**config.mk**
```make
export PLATFORM = sky130hd
export DESIGN_NAME = mips_instr_loader
export DESIGN_NICKNAME = d
export VERILOG_FILES = /design/src/rtl/mips_debug_pkg.sv /design/src/rtl/byte_word_assembler.sv /design/src/rtl/mips_instr_loader.sv
export SDC_FILE = /design/constraint.sdc
export NUM_CORES = 1
export LEC_CHECK = 0
export BUFFER_PORTS_ARGS = -buffer_cell sky130_fd_sc_hd__buf_2
export CORE_UTILIZATION = 41
export CTS_BUF_LIST = sky130_fd_sc_hd__clkbuf_8
export DETAILED_ROUTE_END_ITERATION = 10
export HOLD_SLACK_MARGIN = 0.06
export PLACE_DENSITY_LB_ADDON = 0.12
export SYNTH_ARGS = -nofsm -noshare
export SYNTH_HDL_FRONTEND = slang
export SYNTH_HIERARCHICAL = 1
export SYNTH_SLANG_ARGS = --single-unit
```
**constraint.sdc**
```tcl
create_clock -name clk -period 6.4 [get_ports clk]
set_input_delay 0 -clock clk [delete_from_list [all_inputs] [get_ports clk]]
set_output_delay 0 -clock clk [all_outputs]
set_load 0.05 [all_outputs]
```
**src/rtl/mips_debug_pkg.sv**
```systemverilog
// Shared definitions for the MIPS debug path: loader state encoding and
// program-loader defaults.
package mips_debug_pkg;

  typedef logic [2:0] loader_state_t;

  localparam loader_state_t ST_IDLE    = 3'd0;
  localparam loader_state_t ST_COLLECT = 3'd1;
  localparam loader_state_t ST_WRITE   = 3'd2;
  localparam loader_state_t ST_DONE    = 3'd3;
  localparam loader_state_t ST_ERROR   = 3'd4;

  localparam logic [31:0] HALT_WORD_DEFAULT = 32'hFFFF_FFFF;
  // About four byte-times of 9600-baud traffic at a 50 MHz clock.
  localparam int unsigned TIMEOUT_CYCLES_DEFAULT = 32'd200000;

  function automatic logic is_busy_state(input loader_state_t s);
    return (s == ST_COLLECT) || (s == ST_WRITE);
  endfunction

endpackage

```
**src/rtl/byte_word_assembler.sv**
```systemverilog
// Little-endian byte-to-word assembler: byte lanes fill from bit 0 upward.
// o_word/o_word_complete reflect the byte being accepted this cycle.
module byte_word_assembler #(
  parameter int NBITS     = 32,
  parameter int DATA_BITS = 8
) (
  input  logic                 clk,
  input  logic                 reset,
  input  logic                 i_load,
  input  logic                 i_clear,
  input  logic [DATA_BITS-1:0] i_byte,
  output logic [NBITS-1:0]     o_word,
  output logic                 o_word_complete,
  output logic                 o_partial
);

  localparam int LANES = NBITS / DATA_BITS;
  localparam int IDXW  = (LANES > 1) ? $clog2(LANES) : 1;
  localparam logic [IDXW-1:0] LAST_IDX = IDXW'(LANES - 1);

  logic [NBITS-1:0] word_q, word_d;
  logic [IDXW-1:0]  idx_q, idx_d;

  // Next-state: clear wins over a simultaneous byte.
  always_comb begin
    word_d = word_q;
    idx_d  = idx_q;
    if (i_clear) begin
      word_d = '0;
      idx_d  = '0;
    end else if (i_load) begin
      word_d[idx_q*DATA_BITS +: DATA_BITS] = i_byte;
      idx_d = (idx_q == LAST_IDX) ? '0 : idx_q + IDXW'(1);
    end else begin
      word_d = word_q;
    end
  end

  // State registers.
  always_ff @(posedge clk or negedge reset) begin
    if (!reset) begin
      word_q <= '0;
      idx_q  <= '0;
    end else begin
      word_q <= word_d;
      idx_q  <= idx_d;
    end
  end

  assign o_word          = word_d;
  assign o_word_complete = i_load && !i_clear && (idx_q == LAST_IDX);
  assign o_partial       = (idx_q != '0);

endmodule

```
**src/rtl/mips_instr_loader.sv**
```systemverilog
// UART-fed program loader driving the MIPS instruction-memory debug port.
// Optional inter-byte timeout and ERROR state: MIPS_INSTR_LOADER_TIMEOUT_EN.
module mips_instr_loader
  import mips_debug_pkg::*;
#(
  parameter int NBITS          = 32,
  parameter int DATA_BITS      = 8,
  parameter int CELDAS_I       = 64,
  parameter logic [NBITS-1:0] HALT_WORD = NBITS'(HALT_WORD_DEFAULT),
  parameter int TIMEOUT_CYCLES = TIMEOUT_CYCLES_DEFAULT
) (
  input  logic                        clk,
  input  logic                        reset,
  input  logic                        i_start,
  input  logic                        i_rx_ready,
  input  logic [DATA_BITS-1:0]        i_rx_data,
  output logic [$clog2(CELDAS_I)-1:0] o_instr_sel,
  output logic [NBITS-1:0]            o_instr_dato,
  output logic                        o_instr_write,
  output logic                        o_busy,
  output logic                        o_done,
  output logic                        o_error,
  output logic [$clog2(CELDAS_I):0]   o_word_count
);

  localparam int SELW = $clog2(CELDAS_I);
  localparam int CNTW = SELW + 1;

  loader_state_t    state_q, state_d;
  logic [SELW-1:0]  addr_q, addr_d, sel_q, sel_d;
  logic [NBITS-1:0] dato_q, dato_d;
  logic [CNTW-1:0]  count_q, count_d;
  logic             write_q, write_d, busy_q, busy_d, done_q, done_d;

  logic             asm_load, asm_clear, asm_complete, asm_partial, tmo_fire;
  logic [NBITS-1:0] asm_word;

`ifdef MIPS_INSTR_LOADER_TIMEOUT_EN
  localparam int TW = $clog2(TIMEOUT_CYCLES + 1);
  logic [TW-1:0] tmo_q, tmo_d;
  logic          error_q, error_d;
  assign tmo_fire = (state_q == ST_COLLECT) && asm_partial && !i_rx_ready &&
                    (tmo_q == TW'(TIMEOUT_CYCLES - 1));
  assign o_error  = error_q;
`else
  wire unused_cfg = asm_partial ^ (TIMEOUT_CYCLES != 0);
  assign tmo_fire = 1'b0;
  assign o_error  = 1'b0;
`endif

  // A byte that lands in the WRITE cycle already belongs to the next word.
  assign asm_load  = i_rx_ready && !i_start && is_busy_state(state_q);
  assign asm_clear = i_start || tmo_fire;

  byte_word_assembler #(.NBITS(NBITS), .DATA_BITS(DATA_BITS)) u_asm (
    .clk             (clk),
    .reset           (reset),
    .i_load          (asm_load),
    .i_clear         (asm_clear),
    .i_byte          (i_rx_data),
    .o_word          (asm_word),
    .o_word_complete (asm_complete),
    .o_partial       (asm_partial)
  );

  // Loader FSM, address/count bookkeeping and write-port staging.
  always_comb begin
    state_d = state_q;
    addr_d  = addr_q;
    sel_d   = sel_q;
    dato_d  = dato_q;
    count_d = count_q;
    done_d  = done_q;
    write_d = 1'b0;
`ifdef MIPS_INSTR_LOADER_TIMEOUT_EN
    error_d = error_q;
    tmo_d   = ((state_q == ST_COLLECT) && asm_partial && !i_rx_ready && !i_start)
              ? tmo_q + TW'(1) : '0;
`endif
    if (i_start) begin
      state_d = ST_COLLECT;
      addr_d  = '0;
      count_d = '0;
      done_d  = 1'b0;
`ifdef MIPS_INSTR_LOADER_TIMEOUT_EN
      error_d = 1'b0;
`endif
    end else begin
      case (state_q)
        ST_IDLE:    state_d = ST_IDLE;
        ST_COLLECT: begin
          if (asm_complete) begin
            state_d = ST_WRITE;
            write_d = 1'b1;
            sel_d   = addr_q;
            dato_d  = asm_word;
            count_d = count_q + CNTW'(1);
          end else if (tmo_fire) begin
            state_d = ST_ERROR;
`ifdef MIPS_INSTR_LOADER_TIMEOUT_EN
            error_d = 1'b1;
            tmo_d   = '0;
`endif
          end else begin
            state_d = ST_COLLECT;
          end
        end
        ST_WRITE: begin
          addr_d = (addr_q == SELW'(CELDAS_I - 1)) ? addr_q : addr_q + SELW'(1);
          if ((dato_q == HALT_WORD) || (count_q == CNTW'(CELDAS_I))) begin
            state_d = ST_DONE;
            done_d  = 1'b1;
          end else begin
            state_d = ST_COLLECT;
          end
        end
        ST_DONE:  state_d = ST_DONE;
        ST_ERROR: state_d = ST_ERROR;
        default:  state_d = ST_IDLE;
      endcase
    end
    busy_d = is_busy_state(state_d);
  end

  // Registers; every output comes straight from a flop.
  always_ff @(posedge clk or negedge reset) begin
    if (!reset) begin
      state_q <= ST_IDLE;
      addr_q  <= '0;
      sel_q   <= '0;
      dato_q  <= '0;
      count_q <= '0;
      write_q <= 1'b0;
      busy_q  <= 1'b0;
      done_q  <= 1'b0;
`ifdef MIPS_INSTR_LOADER_TIMEOUT_EN
      error_q <= 1'b0;
      tmo_q   <= '0;
`endif
    end else begin
      state_q <= state_d;
      addr_q  <= addr_d;
      sel_q   <= sel_d;
      dato_q  <= dato_d;
      count_q <= count_d;
      write_q <= write_d;
      busy_q  <= busy_d;
      done_q  <= done_d;
`ifdef MIPS_INSTR_LOADER_TIMEOUT_EN
      error_q <= error_d;
      tmo_q   <= tmo_d;
`endif
    end
  end

  assign o_instr_sel   = sel_q;
  assign o_instr_dato  = dato_q;
  assign o_instr_write = write_q;
  assign o_busy        = busy_q;
  assign o_done        = done_q;
  assign o_word_count  = count_q;

endmodule
```
==> impl_metrics.env <==
export IMPL_syn_area_mm2=0.00399
export IMPL_syn_avg_cell_area_um2=12.5
export IMPL_worstPathMaxFanout=32
export IMPL_hold_viol=0
export IMPL_start_kind="flip-flop"
export IMPL_cts_path_max_buffers=2
export IMPL_h_tree_depth=3
export IMPL_fin_crit_ns=3.29
export IMPL_dpl_hpwl_um=5720
export IMPL_cp_arrival_ns=3.54
export IMPL_cp_end_kind="flip-flop"
export IMPL_dr_pass1_iters=4
export IMPL_wirelength_um=8130
export IMPL_initialDrtViolationCount=100
export IMPL_final_max_slew_viol_count=0
export IMPL_placed_area_mm2=0.00438
export IMPL_clock_latency_ns=0.36
export IMPL_grt_overflow=0
export IMPL_fillCellCount=883
export IMPL_grt_usage=0.177
export IMPL_finClkSkew_ns=0.00947
export IMPL_die_x_um=101
export IMPL_tns_ns=0
export IMPL_holdCritPathClass="in -> async"
export IMPL_holdWs_ns=0.167
export IMPL_design_core_area_mm2=0.00933
export IMPL_finalCritPeriodShare=0.514
export IMPL_rsz0062_at_grt="no"
export IMPL_design_area_mm2=0.00470
export IMPL_antenna_found_initial=0
export IMPL_gp_congestion=0.752
export IMPL_fp_dieH_um=101
export IMPL_via_count=2653
export IMPL_final_nets=408
export IMPL_tightest_slew_ns=0.752
export IMPL_required_ns=6.65
export IMPL_cp_slowest_cell="nor4_4"
export IMPL_clock_sinks=91
export IMPL_rows=35
export IMPL_status="complete, no violations"
export IMPL_cts_tree="yes"
export IMPL_first_global_vias=2712
export IMPL_cts_setup_buffers=0
export IMPL_viasPerCell=5.09
export IMPL_initial_core_util=0.427
export IMPL_slew_headroom=0.498
export IMPL_port_buffers=59
export IMPL_io_pins=61
export IMPL_yosys_warnings=6
export IMPL_cts_root_buffer="clkbuf_8"
export IMPL_layout_area_overhead_vs_synth_pct=17.9
export IMPL_fin_cells=521
export IMPL_path_clk_slew_ns=0.09
export IMPL_setup_violations=0
export IMPL_drive_gt1_frac=0.311
export IMPL_maxCapViolations=0
export IMPL_antennaDiodeCount=0
export IMPL_max_stage_delay_ns=0.58
export IMPL_grt_start_max_net_pins=49
export IMPL_peakVddDrop_v=0.000178
export IMPL_cellLeakagePower_uw=0.00236
export IMPL_dp_cells=497
export IMPL_powerDensity_mw_per_mm2=235
export IMPL_max_freq_mhz=304
export IMPL_drc=0
export IMPL_grt_pass1_wl_um=13600
export IMPL_path_cells="xnor2_1, nor4b_1, buf_4, inv_1, nor3b_1, inv_1, nor4_4, buf_4, mux2_2"
export IMPL_ant_nets=0
export IMPL_synth_fp_nets=339
export IMPL_cts_buffers=9
export IMPL_die_area_mm2=0.0101
export IMPL_worstSetupPathType="reg -> reg"
export IMPL_post_drt_wl_per_cell_um=15.6
export IMPL_synthCells=318
-- power breakdown --
group | total (uW) | switching (uW) | internal, uW
clock | 472 | 209 | 263
sequential | 579 | 2.20 | 577
combinational | 52.8 | 36.1 | 16.7
-- flip-flops by register name, summed over array words and instances, names as in the netlist --
| signal | cells |
|---|---|
| o_instr_sel | 6 |
| o_instr_write | 1 |
| state_q | 3 |
| o_done | 1 |
| u_asm/idx_q | 2 |
| addr_q | 6 |
| o_word_count | 7 |
| o_busy | 1 |
| u_asm/word_q | 32 |
| o_instr_dato | 32 |
-- worst max-delay path: cells and delay by family, from the launching register on --
family                    cells  cell delay (ns)
muxes                         1             0.39
DFF                           1             0.49
buffers and inverters         4             0.93
xor gates and xnor gates      1             0.16
and+or+nand+nor               3             1.17
-- layer usage --
metal	global-route usage	vias up	wire, um
met1	0.229	1320	3840
met2	0.292	52	3930
li1	-	1274	-
met5	0	-	0
met3	0.0485	7	289
met4	0.0468	0	75
-- path summary, 6_finish.rpt --
kind | end | cells after the start | slack (ns) | start
min in group clk | u_asm/word_q[14] | 4 | 0.17 | i_rx_data[6]
setup reg to reg | o_instr_dato[1] | 9 | 3.11 | state_q[0]
setup / recovery | o_instr_dato[1] | 9 | 3.11 | state_q[0]
hold / removal | o_instr_dato[17] | 2 | 0.17 | reset
max in group asynchronous | addr_q[4] | 3 | 5.23 | reset
hold reg to reg | u_asm/word_q[16] | 2 | 0.49 | u_asm/word_q[16]
-- per-stage QoR --
stage | power [uW] | setup slack, ns | util
3_3_place_gp | 641 | 3.24 | 0.469
4_1_cts | 1120 | 3.04 | 0.504
2_1_floorplan | 618 | 3.82 | -
6_report | 1100 | 3.11 | 0.504
5_1_grt | 1150 | 2.73 | 0.504
3_5_place_dp | 641 | 3.06 | 0.469
-- final cells by class --
type / count / area, um2 / share of cell area
Multi-Input combinational cell: 207 / 1590 / 0.338
Tap cell: 129 / 161 / 0.0343
Clock inverter: 7 / 121 / 0.0258
Timing Repair Buffer: 70 / 400 / 0.0852
Sequential cell: 91 / 2280 / 0.484
Clock buffer: 9 / 124 / 0.0264
Inverter: 8 / 30.0 / 0.00639
-- layout by cell type (no fill, tap or decap), types with 9 or more instances in the layout --
master	instances
a22o_1	16
dfrtp_1	91
clkbuf_8	9
nand2_1	23
nor2b_1	11
nand2b_1	9
o21ai_0	10
nand4_1	12
xor2_1	9
ha_1	9
nor2_1	16
buf_2	58
mux2_2	37
a21oi_1	9
-- what timing repair did --
action / CTS / global route
hold buffers: 8 / 0
hold endpoints to repair: 56 / 0
gates resized for setup: 0 / 0
Power figures use the tool's default switching activity.
